===== config.mk =====
export PLATFORM = sky130hd
export DESIGN_NAME = cpu_run_ctrl_flat
export DESIGN_NICKNAME = d
export VERILOG_FILES = /design/src/rtl/cpu_run_ctrl_pkg.sv /design/src/rtl/cpu_run_ctrl_if.sv /design/src/rtl/cpu_run_ctrl_pc_stall_detect.sv /design/src/rtl/cpu_run_ctrl.sv /design/src/flat_wrapper.sv
export SDC_FILE = /design/constraint.sdc
export NUM_CORES = 1
export LEC_CHECK = 0
export ABC_AREA = 1
export BUFFER_PORTS_ARGS = -buffer_cell sky130_fd_sc_hd__buf_2
export CORE_ASPECT_RATIO = 0.8
export CORE_MARGIN = 5
export CORE_UTILIZATION = 45
export CTS_CLUSTER_SIZE = 10
export DETAILED_ROUTE_END_ITERATION = 16
export PLACE_DENSITY_LB_ADDON = 0.12
export REMOVE_ABC_BUFFERS = 1
export SLEW_MARGIN = 30
export SYNTH_ARGS = -nofsm -noshare
export SYNTH_HDL_FRONTEND = slang
export SYNTH_SLANG_ARGS = --single-unit

===== constraint.sdc =====
create_clock -name clk -period 3.8 [get_ports clk]
set_input_delay 1.14 -clock clk [delete_from_list [all_inputs] [get_ports clk]]
set_output_delay 1.14 -clock clk [all_outputs]
set_load 0.05 [all_outputs]

===== src/rtl/cpu_run_ctrl_pkg.sv =====
// Shared types for the CPU run controller: FSM state and end-cause status codes.
// STALL reports as STATUS_HALT, told apart by the separate stall_cause bit.
package cpu_run_ctrl_pkg;

  typedef enum logic [1:0] {
    ST_IDLE  = 2'd0,
    ST_RESET = 2'd1,
    ST_RUN   = 2'd2,
    ST_DONE  = 2'd3
  } state_e;

  typedef enum logic [1:0] {
    STATUS_NONE    = 2'd0,
    STATUS_EXIT    = 2'd1,
    STATUS_HALT    = 2'd2,
    STATUS_TIMEOUT = 2'd3
  } status_e;

  // A zero reset length still needs one cycle of CPU reset.
  function automatic int unsigned eff_rst_cycles(input int unsigned n);
    return (n == 0) ? 1 : n;
  endfunction

endpackage


===== src/rtl/cpu_run_ctrl_if.sv =====
// Control/observation bundle between the run controller and its host.
// The host (master) drives start/program-end hints and the CPU PC; the controller reports state.
interface cpu_run_ctrl_if #(
  parameter int PC_W  = 32,
  parameter int CNT_W = 32
);
  logic             start;
  logic [PC_W-1:0]  halt_pc;
  logic             halt_pc_en;
  logic [PC_W-1:0]  pc;
  logic             exit_syscall;
  logic             cpu_reset;
  logic             running;
  logic             done;
  logic [1:0]       status;
  logic             stall_cause;
  logic [CNT_W-1:0] cycle_count;

  modport master (
    output start, halt_pc, halt_pc_en, pc, exit_syscall,
    input  cpu_reset, running, done, status, stall_cause, cycle_count
  );

  modport slave (
    input  start, halt_pc, halt_pc_en, pc, exit_syscall,
    output cpu_reset, running, done, status, stall_cause, cycle_count
  );
endinterface


===== src/rtl/cpu_run_ctrl_pc_stall_detect.sv =====
// Self-loop detector: counts consecutive enabled cycles whose pc equals the previous one.
// The first enabled cycle after clear has no previous pc and never counts.
module pc_stall_detect #(
  parameter int          PC_W        = 32,
  parameter int unsigned STALL_LIMIT = 4
) (
  input  logic            clk,
  input  logic            rst_n,
  input  logic            clear_i,
  input  logic            en_i,
  input  logic [PC_W-1:0] pc_i,
  output logic            stall_o
);
  localparam int CW = (STALL_LIMIT < 1) ? 1 : $clog2(STALL_LIMIT + 1);
  localparam logic [CW-1:0] LIM = CW'(STALL_LIMIT);

  logic [PC_W-1:0] prev_pc_q;
  logic            prev_vld_q;
  logic [CW-1:0]   eq_cnt_q;
  logic            same_pc;

  assign same_pc = prev_vld_q && (pc_i == prev_pc_q);

  // NOTE: sequential state uses non-blocking assignments so every register samples pre-edge values.
  always_ff @(posedge clk or negedge rst_n) begin
    if (!rst_n) begin
      // NOTE: every register, including the pc shadow, is reset so nothing from an aborted run leaks out.
      prev_pc_q  <= '0;
      prev_vld_q <= 1'b0;
      eq_cnt_q   <= '0;
    end else if (clear_i) begin
      prev_vld_q <= 1'b0;
      eq_cnt_q   <= '0;
    end else if (en_i) begin
      prev_pc_q  <= pc_i;
      prev_vld_q <= 1'b1;
      if (!same_pc)             eq_cnt_q <= '0;
      else if (eq_cnt_q != LIM) eq_cnt_q <= eq_cnt_q + CW'(1);
    end
  end

  // This cycle's equal compare is the STALL_LIMIT-th in a row.
  assign stall_o = (STALL_LIMIT != 0) && en_i && same_pc && (eq_cnt_q >= LIM - CW'(1));

endmodule


===== src/rtl/cpu_run_ctrl.sv =====
// Run controller for a single-cycle CPU: sequences CPU reset, runs, and latches the
// first end-of-program cause (exit, halt PC, self-loop stall, watchdog) with the cycle count.
module cpu_run_ctrl
  import cpu_run_ctrl_pkg::*;
#(
  parameter int          PC_W        = 32,
  parameter int          CNT_W       = 32,
  parameter int unsigned RST_CYCLES  = 2,
  parameter int unsigned TIMEOUT     = 50,
  parameter int unsigned STALL_LIMIT = 4
) (
  input  logic          clk,
  input  logic          reset,
  cpu_run_ctrl_if.slave bus
);
  localparam int unsigned RST_EFF = eff_rst_cycles(RST_CYCLES);
  localparam int          RCW     = (RST_EFF < 2) ? 1 : $clog2(RST_EFF + 1);

  state_e           state_q, state_d;
  logic [RCW-1:0]   rst_cnt_q, rst_cnt_d;
  logic [PC_W-1:0]  halt_pc_q, halt_pc_d;
  logic             halt_en_q, halt_en_d;
  status_e          status_q, status_d;
  logic             stall_cause_q, stall_cause_d;
  logic [CNT_W-1:0] cnt_q, cnt_d;

  logic start_ok, in_run, stall;
  logic end_halt, end_timeout;

  assign start_ok = bus.start && (state_q == ST_IDLE || state_q == ST_DONE);
  assign in_run   = (state_q == ST_RUN);

  pc_stall_detect #(.PC_W(PC_W), .STALL_LIMIT(STALL_LIMIT)) u_stall (
    .clk     (clk),
    .rst_n   (reset),
    .clear_i (start_ok),
    .en_i    (in_run),
    .pc_i    (bus.pc),
    .stall_o (stall)
  );

  assign end_halt    = halt_en_q && (bus.pc == halt_pc_q);
  assign end_timeout = (TIMEOUT != 0) && ((64'(cnt_q) + 64'd1) == 64'(TIMEOUT));

  always_comb begin
    // NOTE: defaults first keep every path assigned, so no latches are inferred.
    state_d       = state_q;
    rst_cnt_d     = rst_cnt_q;
    halt_pc_d     = halt_pc_q;
    halt_en_d     = halt_en_q;
    status_d      = status_q;
    stall_cause_d = stall_cause_q;
    cnt_d         = cnt_q;
    unique case (state_q)
      ST_IDLE, ST_DONE: begin
        if (start_ok) begin
          state_d       = ST_RESET;
          rst_cnt_d     = '0;
          halt_pc_d     = bus.halt_pc;
          halt_en_d     = bus.halt_pc_en;
          status_d      = STATUS_NONE;
          stall_cause_d = 1'b0;
          cnt_d         = '0;
        end
      end
      ST_RESET: begin
        if (rst_cnt_q == RCW'(RST_EFF - 1)) state_d = ST_RUN;
        else                                rst_cnt_d = rst_cnt_q + RCW'(1);
      end
      ST_RUN: begin
        cnt_d = (&cnt_q) ? cnt_q : cnt_q + CNT_W'(1);
        // Priority: exit, halt PC, stall, watchdog.
        if (bus.exit_syscall) begin
          state_d  = ST_DONE;
          status_d = STATUS_EXIT;
        end else if (end_halt) begin
          state_d  = ST_DONE;
          status_d = STATUS_HALT;
        end else if (stall) begin
          state_d       = ST_DONE;
          status_d      = STATUS_HALT;
          stall_cause_d = 1'b1;
        end else if (end_timeout) begin
          state_d  = ST_DONE;
          status_d = STATUS_TIMEOUT;
        end
      end
    endcase
  end

  always_ff @(posedge clk or negedge reset) begin
    if (!reset) begin
      state_q       <= ST_IDLE;
      rst_cnt_q     <= '0;
      halt_pc_q     <= '0;
      halt_en_q     <= 1'b0;
      status_q      <= STATUS_NONE;
      stall_cause_q <= 1'b0;
      cnt_q         <= '0;
    end else begin
      state_q       <= state_d;
      rst_cnt_q     <= rst_cnt_d;
      halt_pc_q     <= halt_pc_d;
      halt_en_q     <= halt_en_d;
      status_q      <= status_d;
      stall_cause_q <= stall_cause_d;
      cnt_q         <= cnt_d;
    end
  end

  // Outputs decode registers only; the CPU is held in reset outside RUN.
  assign bus.cpu_reset   = (state_q != ST_RUN);
  assign bus.running     = (state_q == ST_RUN);
  assign bus.done        = (state_q == ST_DONE);
  assign bus.status      = status_q;
  assign bus.stall_cause = stall_cause_q;
  assign bus.cycle_count = cnt_q;

endmodule


===== src/flat_wrapper.sv =====
// flat-port wrapper written by rule: the top's interface ports become plain ports
module cpu_run_ctrl_flat import cpu_run_ctrl_pkg::*;
#(
  parameter int          PC_W        = 32,
  parameter int          CNT_W       = 32,
  parameter int unsigned RST_CYCLES  = 2,
  parameter int unsigned TIMEOUT     = 50,
  parameter int unsigned STALL_LIMIT = 4
)
  (clk, reset, bus_start, bus_halt_pc, bus_halt_pc_en, bus_pc, bus_exit_syscall, bus_cpu_reset, bus_running, bus_done, bus_status, bus_stall_cause, bus_cycle_count);
  cpu_run_ctrl_if #(.PC_W(PC_W), .CNT_W(CNT_W)) bus_i ();
  input  logic clk;
  input  logic reset;
  input wire logic [$bits(bus_i.start)-1:0] bus_start;
  input wire logic [$bits(bus_i.halt_pc)-1:0] bus_halt_pc;
  input wire logic [$bits(bus_i.halt_pc_en)-1:0] bus_halt_pc_en;
  input wire logic [$bits(bus_i.pc)-1:0] bus_pc;
  input wire logic [$bits(bus_i.exit_syscall)-1:0] bus_exit_syscall;
  output wire logic [$bits(bus_i.cpu_reset)-1:0] bus_cpu_reset;
  output wire logic [$bits(bus_i.running)-1:0] bus_running;
  output wire logic [$bits(bus_i.done)-1:0] bus_done;
  output wire logic [$bits(bus_i.status)-1:0] bus_status;
  output wire logic [$bits(bus_i.stall_cause)-1:0] bus_stall_cause;
  output wire logic [$bits(bus_i.cycle_count)-1:0] bus_cycle_count;
  assign bus_i.start = bus_start;
  assign bus_i.halt_pc = bus_halt_pc;
  assign bus_i.halt_pc_en = bus_halt_pc_en;
  assign bus_i.pc = bus_pc;
  assign bus_i.exit_syscall = bus_exit_syscall;
  assign bus_cpu_reset = bus_i.cpu_reset;
  assign bus_running = bus_i.running;
  assign bus_done = bus_i.done;
  assign bus_status = bus_i.status;
  assign bus_stall_cause = bus_i.stall_cause;
  assign bus_cycle_count = bus_i.cycle_count;
  cpu_run_ctrl #(.PC_W(PC_W), .CNT_W(CNT_W), .RST_CYCLES(RST_CYCLES), .TIMEOUT(TIMEOUT), .STALL_LIMIT(STALL_LIMIT)) u_core (.clk(clk), .reset(reset), .bus(bus_i));
endmodule

==> results of run 1 <==
## per-layer routing
metal  GRT usage [%]  routed length [µm]
met1            33.9                9120
met3            4.87                 928
met5               0                   0
met4            3.44                 177
met2            28.1                6740
## worst paths after layout
kind                                      startpoint                   endpoint  slack [ns]  depth (start not counted)
setup / recovery                   u_core.state_q[0]              bus_cpu_reset        1.14                          4
hold / removal                      u_core.halt_en_q           u_core.halt_en_q        0.49                          2
setup reg to reg           u_core.bus.cycle_count[1]          u_core.state_q[1]        1.41                         16
hold reg to reg                     u_core.halt_en_q           u_core.halt_en_q        0.49                          2
max in group asynchronous                      reset        u_core.halt_pc_q[4]        2.30                          2
min in group asynchronous                      reset  u_core.bus.cycle_count[0]        0.81                          1
## per-stage QoR
stage	total power, mW	cells
floorplan	3.08	935
global route	5.07	1249
CTS	4.69	1249
detailed placement	3.69	1233
global placement	3.66	1233
finish	4.63	1249
## state kept, by name (all words and copies together) (netlist names)
name,flops
u_core.u_stall.prev_pc_q,32
u_core.state_q,2
u_core.u_stall.prev_vld_q,1
u_core.rst_cnt_q,2
u_core.bus.status,2
u_core.bus.cycle_count,32
u_core.bus.stall_cause,1
u_core.halt_pc_q,32
u_core.u_stall.eq_cnt_q,3
u_core.halt_en_q,1
## cells by family (layout without fill, tap and decap cells)
| logic type | Yosys count | in the layout | synth area share, % |
|---|---|---|---|
| buf+inv | 148 | 255 | 8.81 |
| fa+ha+maj | 10 | 10 | 1.92 |
| xor+xnor | 26 | 26 | 3.49 |
| flops | 108 | 108 | 41.4 |
| simple gates | 564 | 564 | 36.3 |
| compound gates | 102 | 102 | 8.09 |
## layout by cell type, fill, tap and decap left out, types with 4 or more instances in the layout
cell type,count
a21oi_1,4
buf_2,105
buf_4,7
clkbuf_16,9
dfrtp_1,108
ha_1,9
inv_1,125
nand2_1,355
nand2_4,4
nand3_1,61
nand4_1,18
nor2_1,96
nor2_4,6
nor3_1,12
o21ai_0,62
o21ai_1,23
o22ai_1,12
xnor2_1,10
xor2_1,16
## power by group through the flow
| stage | registers (mW) | logic [mW] | clock network [mW] |
|---|---|---|---|
| floorplan | 1.78 | 1.30 | 0 |
| global placement | 1.78 | 1.88 | 0 |
| detailed placement | 1.78 | 1.91 | 0 |
| CTS | 1.76 | 1.92 | 1.01 |
| global route | 1.81 | 2.20 | 1.06 |
| finish | 1.76 | 1.90 | 0.974 |
## critical path, cell delays in order (launching register included)
cell and delay [ns]:
dfrtp_1 0.44, inv_1 0.07, ha_2 0.24, inv_1 0.14
buf_2 0.29
## area by class of cell
type	instances	area (µm²)
clock inverters	6	72.6
multi-input cells	702	3260
inverters	125	469
fillers	1411	6660
repair buffers	114	618
flip-flops and latches	108	2700
well taps	184	230
clock buffers	10	239
==> summary.md, run 1 <==
| Metric | Value |
|---|---|
| Peak VDD IR | 0.000493 V |
| Fin nets | 1139 |
| Starting Density | 45.8% |
| DRT iter0 DRCs | 432 |
| Full die area | 17000 µm² |
| Initial antenna violation count | 0 |
| TritonCTS Buffers | 9 |
| Switching pwr | about 2 mW |
| Sum of negative setup slack | 0 ns |
| Comb pwr share | roughly two fifths |
| Largest net degree at the start of global routing | 59 |
| Pwr Density | ~600 nW/µm² |
| Leakage power | roughly 3.9 nW |
| Vias per inst | 4.90 |
| Worst rel slew slack | about 57% |
| Clk slew on worst S/H paths | 0.07 ns |
| Crit share post-route | 70.1% |
| Register bit total from synthesis | ~110 |
| Required time of the critical path | roughly 2.7 ns |
| Core area | 14200 µm² |
| Ys flop type | dfrtp_1 |
| CTS HTree Levels | 3 |
| Final Skew | 0.00771 ns |
| # IOs | 107 |
| WL final | around 17000 µm |
| 1st-pass router iterations | 5 |
| Clk pwr share | 21.0% |
| CTS tree | done |
| Sequential share of power | 38.1% |
| Ant. Diodes | 0 |
| Crit path capture type | output port |
| Gp weighted congestion | ~0.92 |
| HPWL Detailed | ~13000 µm |
| Buffers on Ports | 106 |
| CTS Buffer Depth | 2 |
| Synth area leader | dfrtp_1 |
| Seq/Total Area, Yosys | 41.4% |
| Dpl cell area | about 7300 µm² |
| Clk sinks | 108 |
| Post-Place Worst Slack | approximately 1.1 ns |
| Most common cell in the synthesized netlist | nand2_1 |
| CP Max Fanout | 5 |
| Chip width | 145 µm |
| Standard-cell row count | 39 |
| Number of global-route vias before repair | 5680 |
| Worst-skew pair later-pin latency | 0.35 ns |
| Tmin final | 2.66 ns |
| Crit start category | flop |
| Die H | 118 µm |
| WHS | just under 0.5 ns |
| Unique masters post-synth | 29 |
| Number of synthesized flops with an enable pin | 0 |
| Max Clk Rate | between 300 and 400 MHz |
| Status | complete, no violations |
| Syn Inst Count | 958 |
| Final core utilization | 53.3% |
| Post-DRT Antenna Nets | 0 |
| RSZ-0062 raised after global routing | no |
| Internal | 2.68 mW |
| Avg WL per Cell | approximately 14 µm |
| CP arrival | 1.52 ns |
| CTS root buf | clkbuf_16 |
| Post-route cell area | between 7000 and 8000 µm² |
| First-pass GRT wire length | 28500 µm |
| Post-CTS setup buffer count | 0 |
| Grt ovf | 0 |
| Warnings from Yosys | 0 |
| Layout area overhead | 16.3% |
| Final Hold Viols | 0 |
| Setup CP Type | reg2out |
| Hold/Removal Path Class | reg2reg |
| Fin. max-slew vios | 0 |
| Top-area cell type share of the netlist area | 41.4% |
| Slew @ Worst Pin | ~0.64 ns |
| Max-cap viol count | 0 |
| Hold Buf Count CTS | 0 |
| Netlist Area Pre-Place | between 6000 and 7000 µm² |
| Sw frac | 42.2% |
| Via count | roughly 6100 |
| Overall Global Routing Usage | between 20% and 30% |
| Setup violators final | 0 |
| Ranking of synthesized cells by area | dfrtp_1 (41%), nand2_1 (20%), inv_1 (7.2%), nor2_1 (5.6%), o21ai_0 (4.8%) |
| Top post-synthesis cells by count | nand2_1 (355), inv_1 (125), dfrtp_1 (108) |
| CTS-repair resized insts | 0 |
| Ys async rst share | 100% |
| Syn avg cell area | ~6.8 µm² |
| Layout cell share with drive strength beyond 1 | 14.1% |
| Final WS setup | approximately 1.1 ns |
| Residual DRC | 0 |
Power figures use the tool's default switching activity.
==> inputs of run 2 (changes only) <==
- ABC_AREA: 1 -> 0
- clock period: 3.8 -> 2.7 ns (I/O delays scaled with it)
==> run 2 against run 1 <==
Worst hold slack worse by 0.075 ns. Cell area up 1.9%. Cell count is 23% lower. Clock skew is 0.00063 ns higher. Clock power is 28% higher. Largest cell class unchanged. Sequential power up 44%. Die area down 5.2%. Core utilization is 4.0 points higher. Area after synthesis is 5.6% lower. Combinational power rose by 38%. Sequential share of layout area fell by 0.64 points.
==> summary.md, run 2 <==
| Metric | Value |
|---|---|
| Power Total | 6.41 mW (+38%) |
| Setup CP Type | reg2reg |
| Syn Inst Count | 613 (-36%) |
| Via count | 5180 (-15%) |
| HPWL Detailed | 12200 µm (-5.3%) |
| Final Skew | 0.00834 ns (+0.000635 ns) |
| Initial antenna violation count | 1 (+1) |
| Worst rel slew slack | 58.4% (+1.0 points) |
| Layout cell share with drive strength beyond 1 | 37.2% (+23 points) |
| Unique masters post-synth | 54 (+86%) |
| Post-DRT Antenna Nets | 0 (unchanged) |
| Fin. max-slew vios | 0 (unchanged) |
| Slew @ Worst Pin | 0.621 ns (-0.0175 ns) |
| Number of global-route vias before repair | 5251 (-7.6%) |
| Buffers on Ports | 106 (unchanged) |
| Leakage power | 3.49 nW (-11%) |
| Fin nets | 853 (-25%) |
| Ant. Diodes | 0 (unchanged) |
| Peak VDD IR | 0.000449 V (-8.8%) |
| Worst-skew pair later-pin latency | 0.34 ns (about the same) |
| Cells along the critical path | buf_4, nand4_1, nor4_4, buf_4, nand3_2, mux2i_1, and4b_1, nand4_2, a221o_1, o21ai_0 |
| Post-Place Worst Slack | -0.170 ns (-1.23 ns) |
| Top-area cell type share of the netlist area | 43.8% (+2.4 points) |
| Slowest stage cell, crit path | nor4_4 |
| Cell family with most CP delay | simple AND/OR/NAND/NOR gates |
| Bufs and invs on worst path | 2 (-1) |
| Hold/Removal Path Class | in2async |
| Crit start category | flop |
| Register bit total from synthesis | 108 (unchanged) |
| Grt met2 use | 32.0% (+3.9 points) |
| CTS tree | done |
| Met3 Use GR | 5.01% (+0.14 points) |
| Vias per inst | 5.40 (+10%) |
| CP arrival | 2.87 ns (+1.35 ns) |
| Chip width | 141 µm (-2.6%) |
| Clk slew on worst S/H paths | 0.07 ns (about the same) |
| Full die area | 16200 µm² (-5.2%) |
| GR Layer Usage met1 | 29.6% (-4.3 points) |
| Commonest non-fill, non-tap cells in the layout | dfrtp_1 (107), buf_2 (105), buf_4 (75) |
| Overall Global Routing Usage | 20.5% (-0.34 points) |
| Number of synthesized flops with an enable pin | 0 (unchanged) |
| Most Crowded Layer GR | met2 |
| Status | complete, no violations |
| Ys flop type | dfrtp_1 |
| CTS Buffer Depth | 2 (unchanged) |
| Warnings from Yosys | 0 (unchanged) |
| Die H | 115 µm (-2.6%) |
| Crit path capture type | flop |
| Required time of the critical path | 2.97 ns (+0.31 ns) |
| CP max stage delay | 0.41 ns (-0.03 ns) |
| # IOs | 107 (unchanged) |
| CP dominant cell by count | buf_4 |
| CTS HTree Levels | 3 (unchanged) |
| Ys async rst share | 100% (unchanged) |
| Clk sinks | 108 (unchanged) |
| Layout area overhead | 25.5% |
| Residual DRC | 0 (unchanged) |
| Standard-cell row count | 38 (-2.6%) |
| Hold Buf Count CTS | 0 (unchanged) |
| Setup violators final | 0 (unchanged) |
| TritonCTS Buffers | 9 (unchanged) |
| Max Clk Rate | 384 MHz |
| Top post-synthesis cells by count | dfrtp_1 (108), mux2_2 (64), o21ai_0 (53) |
| Final WS setup | 0.0981 ns (-1.04 ns) |
| Crit share post-route | 96.4% |
| First-pass GRT wire length | 26700 µm (-6.4%) |
| Final Hold Viols | 0 (unchanged) |
| Max-cap viol count | 0 (unchanged) |
| Pwr Density | 829 nW/µm² (+36%) |
| Gp weighted congestion | 0.867 (-5.8%) |
| CTS root buf | clkbuf_16 |
| Largest net degree at the start of global routing | 38 (-36%) |
| Synth area leader | dfrtp_1 |
| 1st-pass router iterations | 4 (-1) |
| Ranking of synthesized cells by area | dfrtp_1 (44%), mux2_2 (12%), xor2_1 (5.7%), o21ai_0 (4.3%), xnor2_1 (4.3%) |
| WL final | 16200 µm (-4.6%) |
| Seq/Total Area, Yosys | 43.8% (+2.4 points) |
| Core area | 13500 µm² (-5.2%) |
| Avg WL per Cell | 16.9 µm (+24%) |
| Starting Density | 45.7% (-0.17 points) |
| CP Max Fanout | 4 (-1) |
| DRT iter0 DRCs | 306 (-29%) |
| Netlist Area Pre-Place | 6170 µm² (-5.6%) |
| Tmin final | 2.60 ns |
| Commonest non-fill, non-tap cell in the layout | dfrtp_1 |
| Syn avg cell area | 10.1 µm² (+48%) |
| Most common cell in the synthesized netlist | dfrtp_1 |
| Grt ovf | 0 (unchanged) |
run 2: kinds of logic (layout without fill, tap and decap cells):
| kind of cell | count (synthesis) | count (layout) | share of synthesized area, % |
|---|---|---|---|
| compound gates | 123 | 123 | 12.2 |
| mux | 70 | 70 | 12.7 |
| flops | 108 | 108 | 43.8 |
| fa+ha+maj | 10 | 10 | 2.03 |
| buf+inv | 46 | 212 | 3.33 |
| xor+xnor | 70 | 70 | 9.94 |
| simple gates | 186 | 186 | 16.0 |
run 2: cell type report:
class,count,area [µm²]
Fill cell,1260,5770
Inverter,13,48.8
Clock inverter,6,48.8
Timing Repair Buffer,183,1150
Sequential cell,108,2700
Clock buffer,10,229
Multi-Input combinational cell,459,3330
Tap cell,180,225
run 2: per-stage QoR:
stage / std cells / setup TNS (ns) / instance area [µm²] / util [%] / hold slack [ns]
4_1_cts: 954 / 0 / 7640 / 56.6 / 0.421
5_1_grt: 959 / -0.0949 / 7740 / 57.3 / 0.442
3_5_place_dp: 938 / -0.367 / 7350 / 54.4 / 0.477
2_1_floorplan: 580 / -20.33 / 6010 / - / 0.451
3_3_place_gp: 938 / -0.215 / 7350 / 54.4 / 0.468
6_report: 959 / 0 / 7740 / 57.3 / 0.411
run 2: power breakdown:
part	leakage [nW]	internal, mW	switching (mW)	total [mW]
sequential	1.35	2.17	0.370	2.54
clock	0.131	0.637	0.614	1.25
combinational	2.01	1.30	1.32	2.62
run 2: path summary, 6_finish.rpt:
path / startpoint / endpoint / slack, ns / depth (start not counted)
setup / recovery: u_core.bus.cycle_count[1] / u_core.state_q[1] / 0.1 / 10
hold / removal: reset / u_core.halt_pc_q[25] / 0.41 / 1
setup reg to reg: u_core.bus.cycle_count[1] / u_core.state_q[1] / 0.1 / 10
hold reg to reg: u_core.u_stall.prev_vld_q / u_core.u_stall.prev_vld_q / 0.49 / 1
max in group asynchronous: reset / u_core.bus.cycle_count[31] / 1.58 / 2
min in group clk: u_core.u_stall.prev_vld_q / u_core.u_stall.prev_vld_q / 0.49 / 1
run 2: layer usage:
metal	vias to the layer above	share of wire (%)
li1	2537	-
met5	-	0.068
met4	2	0.53
met1	2519	49
met3	9	4.5
met2	113	45
run 2: timing repair:
action                     in CTS  in global routing
gates resized for setup         3                 12
pin swaps                       0                  6
setup endpoints to repair       3                 20
buffers inserted                0                  5
==> inputs of run 3 (changes only) <==
- ABC_AREA: 0 -> 1
==> run 3 against run 2 <==
Critical path depth fell by 5. Cell count increased by 31%. Global-route usage is 0.62 points higher. Total power rose by 3.6%. Die area is 5.4% higher. Sequential cell count stayed put. Clock-buffer cell count rose by 1. Largest cell class unchanged. Largest power group unchanged.
==> summary.md, run 3 (synthesis gave the netlist of run 1 again) <==
| Metric | Value |
|---|---|
| Slew @ Worst Pin | 0.595 ns (-0.0261 ns) |
| Final WS setup | 0.244 ns (+0.146 ns) |
| CTS root buf | clkbuf_16 |
| Crit start category | flop |
| First-pass GRT wire length | 28600 µm (+7.4%) |
| Internal | 3.87 mW (-5.9%) |
| CTS tree | done |
| Final core utilization | 53.7% (-3.5 points) |
| Worst rel slew slack | 60.3% (+1.9 points) |
| Sw frac | 41.8% (+5.9 points) |
| Setup violators final | 0 (unchanged) |
| Hold Buf Count CTS | 0 (unchanged) |
| Clk pwr share | 20.8% (+1.3 points) |
| Initial antenna violation count | 0 (-1) |
| R2R setup slack | 0.42 ns (+0.32 ns) |
| Dpl cell area | 7350 µm² (about the same) |
| Max Clk Rate | 407 MHz (+6.0%) |
| Tmin final | 2.46 ns (-0.146 ns) |
| # IOs | 107 (unchanged) |
| DRT iter0 DRCs | 444 (+45%) |
| Setup CP Type | reg2out |
| CP Max Fanout | 12 (+8) |
| Via count | 6161 (+19%) |
| Comb pwr share | 41.9% (+1.1 points) |
| Clk sinks | 108 (unchanged) |
| Reg2reg path depth | 16 (+6) |
| Avg WL per Cell | 13.9 µm (-18%) |
| Starting Density | 45.8% (+0.17 points) |
| Post-CTS setup buffer count | 0 (unchanged) |
| Number of global-route vias before repair | 5658 (+7.8%) |
| Reg area | 2700 µm² (about the same) |
| Peak VDD IR | 0.000510 V (+14%) |
| Layout cell share with drive strength beyond 1 | 14.5% (-23 points) |
| CTS Buffer Depth | 2 (unchanged) |
| CTS-repair resized insts | 0 (-3) |
| Max-cap viol count | 0 (unchanged) |
| CTS HTree Levels | 3 (unchanged) |
| Residual DRC | 0 (unchanged) |
| TritonCTS Buffers | 9 (unchanged) |
| Post-DRT Antenna Nets | 0 (unchanged) |
| Clk slew on worst S/H paths | 0.07 ns (about the same) |
| Pwr Density | 868 nW/µm² (+4.7%) |
| 1st-pass router iterations | 5 (+1) |
| Final Hold Viols | 0 (unchanged) |
| Gp weighted congestion | 0.914 (+5.4%) |
| Commonest non-fill, non-tap cells in the layout | nand2_1 (355), inv_1 (125), dfrtp_1 (108) |
| Commonest non-fill, non-tap cell in the layout | nand2_1 |
| Full die area | 17000 µm² (+5.4%) |
| Grt ovf | 0 (unchanged) |
| Post-Place Worst Slack | 0.324 ns (+0.494 ns) |
| RSZ-0062 raised after global routing | no |
| Switching pwr | 2.78 mW (+21%) |
| WL final | 17500 µm (+7.9%) |
| Fin. max-slew vios | 0 (unchanged) |
| Overall Global Routing Usage | 21.1% (+0.62 points) |
| Worst-skew pair later-pin latency | 0.36 ns (+0.02 ns) |
| Chip width | 145 µm (+2.7%) |
| Area of the multi-input gates | 3260 µm² (-2.1%) |
| CP arrival | 1.65 ns (-1.22 ns) |
| Buffers on Ports | 106 (unchanged) |
| Crit share post-route | 90.9% (-5.4 points) |
| HPWL Detailed | 13200 µm (+7.7%) |
| Standard-cell row count | 39 (+2.6%) |
| Ant. Diodes | 0 (unchanged) |
| Core area | 14200 µm² (+5.5%) |
| Layout area overhead | 17.3% |
| Die H | 118 µm (+2.7%) |
| Sequential share of power | 37.3% (-2.4 points) |
| Filler instances | 1466 (+16%) |
| Crit path capture type | output port |
| Status | complete, no violations |
| Post-route cell area | 7660 µm² (-1.0%) |
| Final Skew | 0.00699 ns (-0.00136 ns) |
| Hold/Removal Path Class | in2async |
| Fin nets | 1144 (+34%) |
| Required time of the critical path | 1.89 ns (-1.08 ns) |
| Leakage power | 3.97 nW (+14%) |
| Vias per inst | 4.91 (-9.0%) |
| Largest net degree at the start of global routing | 55 (+45%) |
## run 3: changes by cell type in the layout (fill, tap and decap cells not counted), sizes merged, moves of 32 or more
cell and change:
nand3 +40, nor2 +70, o21ai +32, nand2 +316, mux2 -64, buf -64
inv +111
## run 3: final cells by class
cell class | count | share of cell area (%)
Timing Repair Buffer | 119 | 8.92
Sequential cell | 108 | 35.3
Clock buffer | 11 | 3.30
Multi-Input combinational cell | 702 | 42.6
Tap cell | 184 | 3.01
Inverter | 125 | 6.13
Clock inverter | 5 | 0.768
## run 3: power by group through the flow
stage | Clock (mW) | Combinational, mW | Sequential (mW)
3_5_place_dp | 0 | 2.80 | 2.50
4_1_cts | 1.43 | 2.82 | 2.47
3_3_place_gp | 0 | 2.65 | 2.49
5_1_grt | 1.50 | 3.21 | 2.55
6_report | 1.39 | 2.78 | 2.48
2_1_floorplan | 0 | 1.83 | 2.51
## run 3: routing by layer
layer,share of wire (%),global-route usage (%)
met1,52,33.4
met2,41,28.6
met3,6.3,5.97
met4,0.90,3.79
met5,0,0
## run 3: critical path, cell delays in order, from the launching register on
cell,delay [ns]
dfrtp_1,0.43
inv_1,0.07
ha_2,0.22
inv_1,0.08
buf_4,0.21
buf_2,0.29
## run 3: metrics by stage
step | instances | power (mW) | TNS [ns] | hold slack (ns)
finish | 1254 | 6.65 | 0 | 0.391
global route | 1254 | 7.26 | 0 | 0.412
CTS | 1254 | 6.72 | 0 | 0.396
detailed placement | 1238 | 5.30 | 0 | 0.458
global placement | 1236 | 5.14 | 0 | 0.454
floorplan | 935 | 4.33 | -73.59 | 0.449
## run 3: final timing paths
kind	startpoint	to
max in group asynchronous	reset	u_core.u_stall.prev_pc_q[3]
worst min-delay path	reset	u_core.state_q[1]
worst max register to register	u_core.bus.cycle_count[0]	u_core.state_q[1]
worst min register to register	u_core.bus.status[1]	u_core.bus.status[1]
min in group clk	u_core.bus.status[1]	u_core.bus.status[1]
worst max-delay path	u_core.state_q[0]	bus_cpu_reset
